[config.mk]
export PLATFORM = sky130hd
export DESIGN_NAME = snes_button_events
export DESIGN_NICKNAME = d
export VERILOG_FILES = /design/src/rtl/snes_pkg.sv /design/src/rtl/snes_evt_fifo.sv /design/src/rtl/snes_button_events.sv
export SDC_FILE = /design/constraint.sdc
export NUM_CORES = 1
export LEC_CHECK = 0
export CAP_MARGIN = 0
export CORE_MARGIN = 10
export CORE_UTILIZATION = 42
export CTS_BUF_LIST = sky130_fd_sc_hd__clkbuf_4
export DETAILED_ROUTE_END_ITERATION = 16
export PLACE_DENSITY = 0.64
export SLEW_MARGIN = 20
export SYNTH_ARGS = -nofsm -noshare
export SYNTH_HDL_FRONTEND = slang
export SYNTH_SLANG_ARGS = --single-unit
[constraint.sdc]
create_clock -name sys_clk -period 4.7 [get_ports sys_clk]
set_input_delay 0.47 -clock sys_clk [delete_from_list [all_inputs] [get_ports sys_clk]]
set_output_delay 0.47 -clock sys_clk [all_outputs]
set_load 0.02 [all_outputs]
[src/rtl/snes_pkg.sv]
// Shared constants, FSM encoding and event payload for the SNES button event front-end.
package snes_pkg;

  localparam int unsigned BTN_W       = 12;
  localparam int unsigned BTN_IDX_W   = 4;
  localparam int unsigned EVT_W       = 8;
  localparam int unsigned EVT_REL_BIT = 7;

  localparam int unsigned BTN_B     = 11;
  localparam int unsigned BTN_Y     = 10;
  localparam int unsigned BTN_SEL   = 9;
  localparam int unsigned BTN_START = 8;
  localparam int unsigned BTN_UP    = 7;
  localparam int unsigned BTN_DN    = 6;
  localparam int unsigned BTN_L     = 5;
  localparam int unsigned BTN_R     = 4;
  localparam int unsigned BTN_A     = 3;
  localparam int unsigned BTN_X     = 2;
  localparam int unsigned BTN_LB    = 1;
  localparam int unsigned BTN_RB    = 0;

  typedef enum logic [2:0] {
    IDLE = 3'd0,
    REQ  = 3'd1,
    WAIT = 3'd2,
    EVAL = 3'd3,
    SCAN = 3'd4
  } state_e;

  // Event byte: bit EVT_REL_BIT is the release flag, low nibble the button index.
  typedef struct packed {
    logic                 rel;
    logic [2:0]           rsvd;
    logic [BTN_IDX_W-1:0] idx;
  } evt_t;

  // Index of the most significant set bit; 0 when no bit is set.
  function automatic logic [BTN_IDX_W-1:0] highest_set(input logic [BTN_W-1:0] v);
    highest_set = '0;
    for (int i = 0; i < BTN_W; i++) begin
      if (v[i]) highest_set = BTN_IDX_W'(i);
    end
  endfunction

endpackage

[src/rtl/snes_evt_fifo.sv]
// Synchronous event FIFO with registered head/valid; pop frees a slot for a same-cycle push.
module snes_evt_fifo #(
  parameter int unsigned DEPTH = 8,
  parameter int unsigned WIDTH = 8
) (
  input  logic             i_clk,
  input  logic             i_rst_n,
  input  logic             i_push,
  input  logic [WIDTH-1:0] i_push_data,
  input  logic             i_pop,
  output logic [WIDTH-1:0] o_head,
  output logic             o_valid,
  output logic             o_full_c,
  output logic             o_empty_c
);

  localparam int unsigned PTR_W = $clog2(DEPTH);
  localparam int unsigned CNT_W = PTR_W + 1;

  logic [WIDTH-1:0] r_mem [DEPTH];
  logic [PTR_W-1:0] r_wr_ptr;
  logic [PTR_W-1:0] r_rd_ptr;
  logic [CNT_W-1:0] r_count;
  logic [WIDTH-1:0] r_head;
  logic             r_valid;

  logic             w_pop;
  logic             w_push;
  logic [PTR_W-1:0] w_rd_nxt;
  logic [CNT_W-1:0] w_rem;
  logic [CNT_W-1:0] w_count_nxt;
  logic [WIDTH-1:0] w_head_nxt;

  assign o_full_c  = (r_count == CNT_W'(DEPTH));
  assign o_empty_c = (r_count == '0);
  assign o_head    = r_head;
  assign o_valid   = r_valid;

  assign w_pop       = i_pop & ~o_empty_c;
  assign w_push      = i_push & (~o_full_c | w_pop);
  assign w_rd_nxt    = r_rd_ptr + PTR_W'(w_pop);
  assign w_rem       = r_count - CNT_W'(w_pop);
  assign w_count_nxt = w_rem + CNT_W'(w_push);

  // Head bypass: when nothing older remains, the pushed word becomes the head directly.
  always_comb begin
    w_head_nxt = r_mem[w_rd_nxt];
    if (w_rem == '0) w_head_nxt = i_push_data;
  end

  always_ff @(posedge i_clk) begin
    if (w_push) r_mem[r_wr_ptr] <= i_push_data;
  end

  always_ff @(posedge i_clk) begin
    if (!i_rst_n) begin
      r_wr_ptr <= '0;
      r_rd_ptr <= '0;
      r_count  <= '0;
      r_head   <= '0;
      r_valid  <= 1'b0;
    end else begin
      r_wr_ptr <= r_wr_ptr + PTR_W'(w_push);
      r_rd_ptr <= w_rd_nxt;
      r_count  <= w_count_nxt;
      r_head   <= w_head_nxt;
      r_valid  <= (w_count_nxt != '0);
    end
  end

endmodule

[src/rtl/snes_button_events.sv]
// Polls the SNES pad, debounces the button word and queues one event per press.
// Define SNES_RELEASE_EVT_EN to also queue release events (evt_data[7]=1).
module snes_button_events
  import snes_pkg::*;
#(
  parameter int unsigned POLL_DIV   = 266667,
  parameter int unsigned STABLE_CNT = 2,
  parameter int unsigned FIFO_DEPTH = 8,
  parameter int unsigned TIMEOUT    = 255
) (
  input  logic             sys_clk,
  input  logic             sys_reset_n,
  output logic             read_enable,
  input  logic             read_complete,
  input  logic [BTN_W-1:0] snes_buttons,
  output logic [BTN_W-1:0] buttons_stable,
  output logic             evt_valid,
  output logic [EVT_W-1:0] evt_data,
  input  logic             evt_ready,
  output logic             overflow,
  output logic             timeout_err
);

  localparam int unsigned POLL_W  = $clog2(POLL_DIV);
  localparam int unsigned WAIT_W  = $clog2(TIMEOUT + 1);
  localparam int unsigned MATCH_W = $clog2(STABLE_CNT + 1);

  state_e               r_state;
  logic [POLL_W-1:0]    r_poll_cnt;
  logic                 r_poll_pend;
  logic [WAIT_W-1:0]    r_wait_cnt;
  logic [BTN_W-1:0]     r_raw;
  logic [BTN_W-1:0]     r_last_raw;
  logic [MATCH_W-1:0]   r_match_cnt;
  logic [BTN_W-1:0]     r_stable;
  logic [BTN_W-1:0]     r_pending;
  logic                 r_read_enable;
  logic                 r_overflow;
  logic                 r_timeout_err;

  state_e               w_state_nxt;
  logic                 w_tick;
  logic                 w_poll_pend_nxt;
  logic [WAIT_W-1:0]    w_wait_cnt_nxt;
  logic [BTN_W-1:0]     w_raw_nxt;
  logic [BTN_W-1:0]     w_last_raw_nxt;
  logic [MATCH_W-1:0]   w_match_nxt;
  logic [BTN_W-1:0]     w_stable_nxt;
  logic [BTN_W-1:0]     w_pending_nxt;
  logic [BTN_W-1:0]     w_diff;
  logic                 w_timeout_nxt;
  logic [BTN_IDX_W-1:0] w_idx;
  logic                 w_push;
  evt_t                 w_evt;
  logic                 w_full;
  logic                 w_empty;
  logic                 w_drop;

  assign w_tick = (r_poll_cnt == POLL_W'(POLL_DIV - 1));
  assign w_idx  = highest_set(r_pending);
  // SCAN never stalls: a push into a full FIFO without a same-cycle pop is lost.
  assign w_drop = w_push & w_full & ~(evt_ready & ~w_empty);

  assign read_enable    = r_read_enable;
  assign buttons_stable = r_stable;
  assign overflow       = r_overflow;
  assign timeout_err    = r_timeout_err;

  always_ff @(posedge sys_clk) begin
    if (!sys_reset_n) r_state <= IDLE;
    else              r_state <= w_state_nxt;
  end

  always_comb begin
    w_state_nxt     = r_state;
    w_poll_pend_nxt = r_poll_pend;
    w_wait_cnt_nxt  = r_wait_cnt;
    w_raw_nxt       = r_raw;
    w_last_raw_nxt  = r_last_raw;
    w_match_nxt     = r_match_cnt;
    w_stable_nxt    = r_stable;
    w_pending_nxt   = r_pending;
    w_diff          = '0;
    w_timeout_nxt   = r_timeout_err;
    w_push          = 1'b0;
    w_evt           = '0;
    unique case (r_state)
      IDLE: begin
        if (w_tick | r_poll_pend) begin
          w_state_nxt     = REQ;
          w_poll_pend_nxt = 1'b0;
        end
      end
      REQ: begin
        w_state_nxt    = WAIT;
        w_wait_cnt_nxt = '0;
      end
      WAIT: begin
        if (read_complete) begin
          w_raw_nxt   = snes_buttons;
          w_state_nxt = EVAL;
        end else if (r_wait_cnt == WAIT_W'(TIMEOUT - 1)) begin
          w_timeout_nxt = 1'b1;
          w_state_nxt   = IDLE;
        end else begin
          w_wait_cnt_nxt = r_wait_cnt + WAIT_W'(1);
        end
      end
      EVAL: begin
        if (r_raw != r_last_raw)                       w_match_nxt = MATCH_W'(1);
        else if (r_match_cnt != MATCH_W'(STABLE_CNT))  w_match_nxt = r_match_cnt + MATCH_W'(1);
        w_last_raw_nxt = r_raw;
        w_state_nxt    = IDLE;
        if ((w_match_nxt == MATCH_W'(STABLE_CNT)) && (r_raw != r_stable)) begin
`ifdef SNES_RELEASE_EVT_EN
          w_diff = r_raw ^ r_stable;
`else
          w_diff = (r_raw ^ r_stable) & r_raw;
`endif
          w_stable_nxt  = r_raw;
          w_pending_nxt = w_diff;
          if (w_diff != '0) w_state_nxt = SCAN;
        end
      end
      SCAN: begin
        w_push    = 1'b1;
        w_evt.idx = w_idx;
`ifdef SNES_RELEASE_EVT_EN
        w_evt.rel = ~r_stable[w_idx];
`endif
        w_pending_nxt = r_pending & ~(BTN_W'(1) << w_idx);
        if (w_pending_nxt == '0) w_state_nxt = IDLE;
      end
      default: w_state_nxt = IDLE;
    endcase
    // A tick that arrives while a poll is in flight is remembered once.
    if (w_tick && (r_state != IDLE)) w_poll_pend_nxt = 1'b1;
  end

  always_ff @(posedge sys_clk) begin
    if (!sys_reset_n) begin
      r_poll_cnt    <= '0;
      r_poll_pend   <= 1'b0;
      r_wait_cnt    <= '0;
      r_raw         <= '0;
      r_last_raw    <= '0;
      r_match_cnt   <= '0;
      r_stable      <= '0;
      r_pending     <= '0;
      r_read_enable <= 1'b0;
      r_overflow    <= 1'b0;
      r_timeout_err <= 1'b0;
    end else begin
      r_poll_cnt    <= w_tick ? '0 : r_poll_cnt + POLL_W'(1);
      r_poll_pend   <= w_poll_pend_nxt;
      r_wait_cnt    <= w_wait_cnt_nxt;
      r_raw         <= w_raw_nxt;
      r_last_raw    <= w_last_raw_nxt;
      r_match_cnt   <= w_match_nxt;
      r_stable      <= w_stable_nxt;
      r_pending     <= w_pending_nxt;
      r_read_enable <= (w_state_nxt == REQ);
      r_overflow    <= r_overflow | w_drop;
      r_timeout_err <= w_timeout_nxt;
    end
  end

  snes_evt_fifo #(
    .DEPTH (FIFO_DEPTH),
    .WIDTH (EVT_W)
  ) u_fifo (
    .i_clk       (sys_clk),
    .i_rst_n     (sys_reset_n),
    .i_push      (w_push),
    .i_push_data (w_evt),
    .i_pop       (evt_ready),
    .o_head      (evt_data),
    .o_valid     (evt_valid),
    .o_full_c    (w_full),
    .o_empty_c   (w_empty)
  );

endmodule

* Yosys cells after proc, flatten, opt, wreduce, memory -nomap -nowiden *
Memory sizes are Yosys's and may differ from the RTL's.
Index checks and enable logic that the tools add are counted.

word-level totals
  memories = 1
  bits in registers = 103
  bits of input ports = 16
  RAM bits = 32
  logic and storage cells = 113

cells by class
  bitwise gates (word level) = 16
  add/subtract/negate cells = 7
  reductions and logical operators = 21
  shift-type cells = 1
  equality and inequality tests = 15
  mux-type cells = 34

memory list
  name          depth  bits a word  rd ports  clocked after Yosys merged registers in  wr ports  RTL line             source
  u_fifo.r_mem  8      4            1         0                                        1         snes_evt_fifo.sv:20  logic [WIDTH-1:0] r_mem [DEPTH];

operators with widths
  cell                                                                 number
  4-bit 2-to-1 mux                                                     12
  12-bit AND                                                           2
  12-bit != test                                                       2
  12-bit one-hot mux with 2 select lines                               1
  19-bit by 1-bit adder with 19-bit output (second input constant)     1
  19-bit equality test (second input constant)                         1
  3-bit 2-to-1 mux                                                     6
  8-bit 2-to-1 mux                                                     2
  8-bit one-hot mux with 2 select lines                                1
  3-bit one-hot mux with 5 select lines                                1
  12-bit zero test                                                     1
  12-bit 2-to-1 mux                                                    1
  12-bit inverter                                                      1
  12-bit nonzero test                                                  1
  1-bit by 4-bit << shifter with 12-bit output (first input constant)  1
  12-bit XOR                                                           1
  8-bit by 1-bit adder with 8-bit output (second input constant)       1
  8-bit equality test (second input constant)                          1
  4-bit zero test                                                      2
  2-bit != test (second input constant)                                4
  2-bit AND reduction                                                  4
  2-bit nonzero test                                                   4
  1-bit 2-to-1 mux                                                     7
  3-bit by 1-bit adder with 3-bit output                               2
  other kinds (18)                                                     34

* Logic depth before layout (Yosys ltp) *
  depth in word-level cells = 18
  mapped depth = 10
  mapped depth without buffers = 10

* Hierarchy *
Synthesis repeated with hierarchy kept, for this count alone.

unflattened totals
  cell total of the unflattened synthesis = 767
  area total of the unflattened synthesis = 7925.1 sq um

modules (own cells, without submodules)
  module              instances  cells an instance  area each (sq um)
  snes_button_events  1          488                4169.0
  snes_evt_fifo       1          279                3756.1

* Worst setup path after synthesis *
No wires, ideal clock.

  path type = reg-to-reg
  from = register r_state[2]
  to = register u_fifo.r_valid, in the netlist u_fifo.o_valid
  arrival = 2.181 ns
  setup time = 0.134 ns
  cell stages (with the launch flop) = 9
  required time = 4.566 ns
  period minus slack after synthesis = 2.315 ns
  setup slack = 2.385 ns
  buffers on the path = 2
  path through = dfxtp_1 -> clkbuf_1 -> nand2_1 -> clkbuf_1 -> nor2_1 -> ha_1 -> ha_1 -> and2_1 -> or4_1

on the way
  cells in the longest elaborated chain, start to end = 5

RTL lines
  item                                    RTL line                  source
  start, declared                         snes_button_events.sv:28  state_e r_state;
  start signal, assigned                  snes_button_events.sv:71  else r_state <= w_state_nxt;
  3-bit equality test                     snes_button_events.sv:87  unique case (r_state)
  1-bit 2-to-1 mux                        snes_button_events.sv:87
  1-bit AND                               snes_evt_fifo.sv:40       assign w_push = i_push & (~o_full_c | w_pop);
  4-bit by 1-bit adder with 4-bit output  snes_evt_fifo.sv:43       assign w_count_nxt = w_rem + CNT_W'(w_push);
  via u_fifo.w_count_nxt[1]               snes_evt_fifo.sv:31       logic [CNT_W-1:0] w_count_nxt;
  4-bit nonzero test                      snes_evt_fifo.sv:67       r_valid <= (w_count_nxt != '0);
  end signal, assigned                    snes_evt_fifo.sv:67
  end, declared                           snes_evt_fifo.sv:25       logic r_valid;

The timed path passes the listed nets, and every way through them passes these cells.
A chain may end at the register's enable or synchronous reset.

* Worst setup path in the final report *
  from = register r_state[2]
  to = register r_pending[3]

on the way
  cells in the longest elaborated chain, start to end = 3
  elaborated cells between the ends (all ways) = 6
  those cells by class = 3 x eq/ne; 1 x mux; 2 x reduce/logical

RTL lines
  item                                                                                          RTL line                   source
  3-bit by 2-bit equality test with 1-bit output / 3-bit equality test (equally long branches)  snes_button_events.sv:87
  2-bit != test (no line) / 2-bit nonzero test (equally long branches)                          n/a
  2-bit AND reduction (no line)                                                                 n/a
  end signal, assigned                                                                          snes_button_events.sv:161  r_pending <= w_pending_nxt;
  end, declared                                                                                 snes_button_events.sv:36   logic [BTN_W-1:0] r_pending;

Parallel ways exist; a longest one is shown, timed or not.

==> flow_summary.ini <==
[drt]
dr.pass1.iters = 4
wl_met2_um = 6530
viasPerCell = 5.23
met3_length_um = 479
top_layer = met4
wirelength_um = 12800
drt-initial-drc-count = 239
wl_per_cell_um = 14.9
num_vias = 4485
drc = 0
wl_met1_um = 5530
ant_nets = 0

[synth]
syn_inst = 637
synth.area.top_cells = dfxtp_1, edfxtp_1, nand2_1
ys_warn_count = 0
async_reset_ff_share_pct = 0
yosysTopAreaCell = dfxtp_1
ys.flop_type = dfxtp_1
syn_avg_cell_area_um2 = 9.59
synth_cell_types = 69
synth-seq-cells = 131
syn_area_um2 = 6110
synth_most_common_cell = nand2_1
seq_area_frac_synth_pct = 48.2
synth_top_area_share_pct = 32.4
synth_enable_flop_cells = 32
synthTopCellsByCount = nand2_1, dfxtp_1, nor2_1

[die]
initial_utilization_pct = 42.5
dieArea_um2 = 19800
core_um2 = 14400
fp.dieH_um = 141
die_x_um = 141
io_pins = 40
rows = 44

[sta]
relSlewSlack_pct = 36.8
tightest_slew_ns = 0.948
fin_ws_ns = 2.10
finalSetupTns_ns = 0
post-route-period-util_pct = 55.2
period_needed_ns = 2.60
setup_viol = 0
fmaxAchievable_ghz = 0.385
hold_viol_final = 0
slew_viol_final = 0
grt_setup_unrepaired = no
skew_ns = 0.0200

[power]
power_uw = 2290
power_frac_comb_pct = 13.9
ir_drop_v = 0.000158
p_leak_uw = 0.00234
p_clk_share_pct = 34.2
power_switching_uw = 564
p_int_uw = 1730
share_seq_of_total_power_pct = 51.9
powerDensity_nw_per_um2 = 336
switching_share_pct = 24.6

[global_routing]
grt_pass1_wl_um = 21300
grt_util_all_layers_pct = 13.1
grt_max_degree = 53
antenna_found_initial = 1
gr-total-overflow = 0
grt_pass1_vias = 4344

[placement]
place_ws_ns = 1.90
dp.cells = 825
routabilityCongestion = 0.843
portBuffers = 35
place_hpwl_um = 9440

[clocking]
cts_tree = yes
clockBufferDepth = 2
cts_resized = 0
clk-insertion-delay-late_ns = 0.54
htreeDepth = 4
cts_buffers = 17
clkSinkCount = 131
clk_pin_slew_ns = 0.12
cts_root_buf = clkbuf_4
postCtsHoldBufs = 0
post_cts_buffers = 0

[cells_and_area]
areaGrowthSynthToFinish_pct = 11.5
drive_above_1_share_pct = 9.96
stdcell_count = 858
nNetsFinal = 701

[job]
maxCapViolCount = 0

[critical_path]
cpPeakStageDelay_ns = 0.79
cp.arrival_ns = 3.05
crit_path_end_kind = flip-flop
path_class = reg2reg
crit_fanout = 23
path_cells = or2_0 > nor3_4 > nand2_1 > o311ai_0 > a21oi_1
r2r-end = r_pending[3]
worstPathRequired_ns = 5.15
r2r_cells = 5
rrSetupSlack_ns = 2.10
startpoint_type = flip-flop
cp_slowest_cell = or2_0
reg2reg_from = r_state[2]

[min_path]
hold-path-endpoint = r_raw[2]
worstHoldPathCells = 3
min_from = snes_buttons[2]
holdCritPathClass = in2reg

[status]
status = finished, final reports clean
==> cell usage in the layout (no fill, tap or decap), types with 6 or more instances in the layout <==
cell type,instances
nand2_1,107
dfxtp_1,99
nor2_1,64
a21oi_1,49
clkdlybuf4s50_1,35
edfxtp_1,32
inv_1,30
ha_1,25
xnor2_1,23
clkbuf_4,21
nand3_1,20
xor2_1,16
and2_1,12
nand4_1,10
mux4_2,8
nor4_1,7
a21oi_2,7
and3_1,6
==> metrics by stage <==
stage / hold slack (ns) / utilization, % / cell area [µm²]
global placement: 0.440 / 45.3 / 6520
floorplan: 0.425 / - / 6120
CTS: 0.417 / 47.4 / 6810
global route: 0.430 / 47.4 / 6810
detailed placement: 0.453 / 45.3 / 6520
finish: 0.461 / 47.4 / 6810
==> how the worst max path moves through the flow <==
stage	slack, ns	end	cells past startpoint	startpoint
final	2.10	r_pending[3]	5	r_state[2]
after global placement	1.95	u_fifo.o_head[3]	7	evt_ready
after floorplan	2.38	u_fifo.o_valid	8	r_state[2]
after detailed placement	1.90	u_fifo.o_head[3]	7	evt_ready
after CTS	2.08	r_pending[3]	5	r_state[2]
after global routing	1.74	r_pending[3]	5	r_state[2]
==> power by group through the flow <==
| stage | registers [µW] | logic [µW] | clock network [µW] |
|---|---|---|---|
| 6_report | 1190 | 318 | 784 |
| 5_1_grt | 1190 | 350 | 850 |
| 4_1_cts | 1190 | 321 | 809 |
| 3_5_place_dp | 1220 | 319 | 0 |
| 3_3_place_gp | 1220 | 309 | 0 |
| 2_1_floorplan | 1230 | 225 | 0 |
==> cells by family (layout without fill, tap and decap cells) <==
kind of cell / after synthesis / count (layout) / synth area share (%)
AOI/OAI and AO/OA: 96 / 96 / 10.9
xor gates and xnor gates: 39 / 39 / 5.59
adders and majority gates: 26 / 26 / 5.28
buffers and inverters: 66 / 99 / 5.08
DFF: 131 / 131 / 48.2
muxes: 16 / 16 / 4.36
other: 1 / 5 / 0.0614
and+or+nand+nor: 262 / 262 / 20.6
==> critical path, delay by kind of cell, from the launching register on <==
kind             cells  cell delay (ns)
AND/OR/NAND/NOR      3             1.49
flip-flops           1             0.58
AO/OA/AOI/OAI        2             0.44
==> state kept, by name (all words and copies together), names as in the netlist <==
signal,cells
u_fifo.o_head,4
overflow,1
u_fifo.o_valid,1
u_fifo.r_rd_ptr,3
r_poll_pend,1
timeout_err,1
read_enable,1
r_wait_cnt,8
r_state,3
u_fifo.r_count,4
r_match_cnt,2
r_last_raw,12
u_fifo.r_wr_ptr,3
buttons_stable,12
r_pending,12
u_fifo.r_mem,32
r_raw,12
r_poll_cnt,19
==> area by class of cell <==
cell class	instances	area [µm²]
Clock inverter	11	135
Sequential cell	131	2940
Clock buffer	21	158
Multi-Input combinational cell	443	2870
Tap cell	184	230
Timing Repair Buffer	36	358
Inverter	31	116
Fill cell	1344	7560
Antenna cell	1	2.50
==> metal layers <==
metal	vias up	GRT usage [%]
met4	0	6.68
met3	23	3.49
li1	2245	-
met2	80	22.0
met5	-	0
met1	2137	14.9
No activity file was read; power rests on OpenSTA's default activity.
==> edit: new RTL, config.mk and constraints unchanged <==
Register the output `overflow` once more, without a reset; this adds one clock of latency there. The other outputs are not delayed to match.
--- a/src/rtl/snes_button_events.sv
+++ b/src/rtl/snes_button_events.sv
@@ -64,5 +64,7 @@
   assign read_enable    = r_read_enable;
   assign buttons_stable = r_stable;
-  assign overflow       = r_overflow;
+  always_ff @(posedge sys_clk) begin
+    overflow <= r_overflow;
+  end
   assign timeout_err    = r_timeout_err;
 
Formal check against the unedited RTL: no difference found for any inputs over 10 cycles, from zero or initial values and one cycle with sys_reset_n low; that may be too few to reach the edited logic, so the function may still have changed.
==> edit against the original RTL <==
  * Global-route usage shrank 0.18 points
  * Via count decreased by 1.9%
  * Routed wire length is 0.51% lower
  * Final cell count is 1.3% lower
  * Worst setup slack got worse by 0.057 ns
  * Cell area grew 0.22%
  * Sequential cell count increased by 1
  * Power grew 8.0%
  * Clock power fell by 8.4%
  * Area after synthesis rose by 0.43%
  * Critical path type unchanged
  * Largest power group unchanged
  * Combinational power grew 67%
==> edit: results (changes against the original RTL) <==
[place]
port_buffers=35  ; unchanged
post-place-cells=816  ; -1.1%
placed_area_um2=6560  ; +0.75%
dpl.hpwl_mm=9.27  ; -1.8%
dp_slack_ns=1.85  ; -0.0530 ns
gp_congestion=0.858  ; +1.7%

[pwr]
cellLeakagePower_nw=2.39  ; +1.9%
peakVddDrop_mv=0.159  ; +0.61%

[logic_synthesis]
syn-instance-count=626  ; -1.7%
synth_fa_ha_area_share_pct=5.26  ; -0.023 points
synth.area.mux_share_pct=4.00  ; -0.37 points
ys_warn_count=0  ; unchanged
ys_top_cells_by_area=dfxtp_1 (33%), edfxtp_1 (16%), nand2_1 (6.5%)
synthTopCellsByCount=nand2_1 (106), dfxtp_1 (100), nor2_1 (54), a21boi_0 (41), edfxtp_1 (32)
synthXorXnorAreaFrac_pct=5.85  ; +0.26 points
ys_seq_area_share_pct=48.3  ; +0.12 points
ys_types=64  ; -7.2%
synth_compound_area_share_pct=11.3  ; +0.48 points
synthFlopType=dfxtp_1
synthArstFlopShare_pct=0  ; unchanged

[grt]
grt_max_degree=60  ; +13%
gr-usage-all-layers_pct=12.9  ; -0.18 points
antenna_found_initial=0  ; -1
grt_pass1_vias=4236  ; -2.5%
grt_pass1_wl_mm=21.1  ; -1.0%

[layout]
syn_to_final_growth_pct=11.2
diodes=0  ; -1
nFillCells=1370  ; +1.9%
drive_gt1_share_pct=7.69  ; -2.3 points
largestRegisters=u_fifo.r_mem (32), r_poll_cnt (19)
final_nets=692  ; -1.3%

[worst_setup_path]
reg2reg_depth=8  ; +3
crit_slowest_cell=dfxtp_1
slowest_delay_ns=0.51  ; -0.28 ns
reg2reg_from=r_state[1]
arrival_ns=3.06  ; about the same
r2r-end=u_fifo.o_valid
cp_max_fo=17  ; -26%
regToRegSetupSlack_ns=2.05  ; -0.06 ns

[sta]
worst_pin_slew_ns=0.886  ; -0.0625 ns
whs_ns=0.306  ; -0.155 ns
finClkSkew_ns=0.0139  ; -0.00613 ns

[clocking]
cts.reportedPaths.clkPinSlew_ns=0.11
numCtsBuffers=17  ; unchanged
cts_setup_buffers=0  ; unchanged
root_buffer=clkbuf_4
insertion_delay_ns=0.52  ; -0.02 ns

[detailed_routing]
drt_first_iter_violations=308  ; +29%
drt_wl_total_mm=12.8  ; -0.51%
wl_per_cell_um=15.1  ; +0.79%
dr.pass1.iters=6  ; +2
vias=4399  ; -1.9%

[worst_hold_path]
worstHoldStart=sys_reset_n
hold_path_class=in -> reg
min_path_cells=2  ; -1
min_delay_worst_endpoint=u_fifo.o_head[2]

[outcome]
status=complete, no violations

edit: changes by cell type in the layout (fill, tap and decap cells not counted), sizes merged, moves of 5 or more:
cell	unedited run	this run
inv	31	26
a21boi	0	46
nor2	64	55
a31oi	5	0
a21oi	56	5
nor2b	1	7
xor2	16	22
edit: worst register-to-register path, cell delays in order (launching register included):
cell and delay [ns]:
dfxtp_1 0.51, nor2_1 0.13, nand2_1 0.45, nor2_1 0.19, ha_1 0.25, ha_1 0.19, xnor2_1 0.13, and2_1 0.17
or4_1 0.50
edit: final cells by class:
class                      instances  area share [%]
inverter                          25            1.37
sequential                       132            43.4
multi-input combinational        439            42.8
tap                              184            3.37
clock inverter                    11            1.63
clock buffer                      20            2.20
timing repair buffer              36            5.17
edit: how the worst max path moves through the flow:
| stage | to | cells past startpoint | slack [ns] |
|---|---|---|---|
| after global placement | u_fifo.o_head[2] | 6 | 1.94 |
| final | u_fifo.o_valid | 8 | 2.05 |
| after global routing | r_pending[7] | 6 | 1.79 |
| after CTS | u_fifo.o_valid | 8 | 2.02 |
| after detailed placement | u_fifo.o_head[0] | 6 | 1.85 |
| after floorplan | u_fifo.o_valid | 10 | 2.37 |
edit: power by group:
part	switching (mW)	internal, mW	total [mW]
Combinational	0.260	0.271	0.531
Clock	0.394	0.324	0.718
Sequential	0.0211	1.20	1.22
edit: metal layers:
| layer | part of all wire (%) | track usage (%) | vias to the layer above |
|---|---|---|---|
| met5 | 0 | 0 | - |
| met4 | 2.0 | 5.92 | 0 |
| met3 | 3.0 | 3.06 | 20 |
| met2 | 47 | 20.0 | 93 |
| met1 | 48 | 16.7 | 2064 |
| li1 | - | - | 2222 |
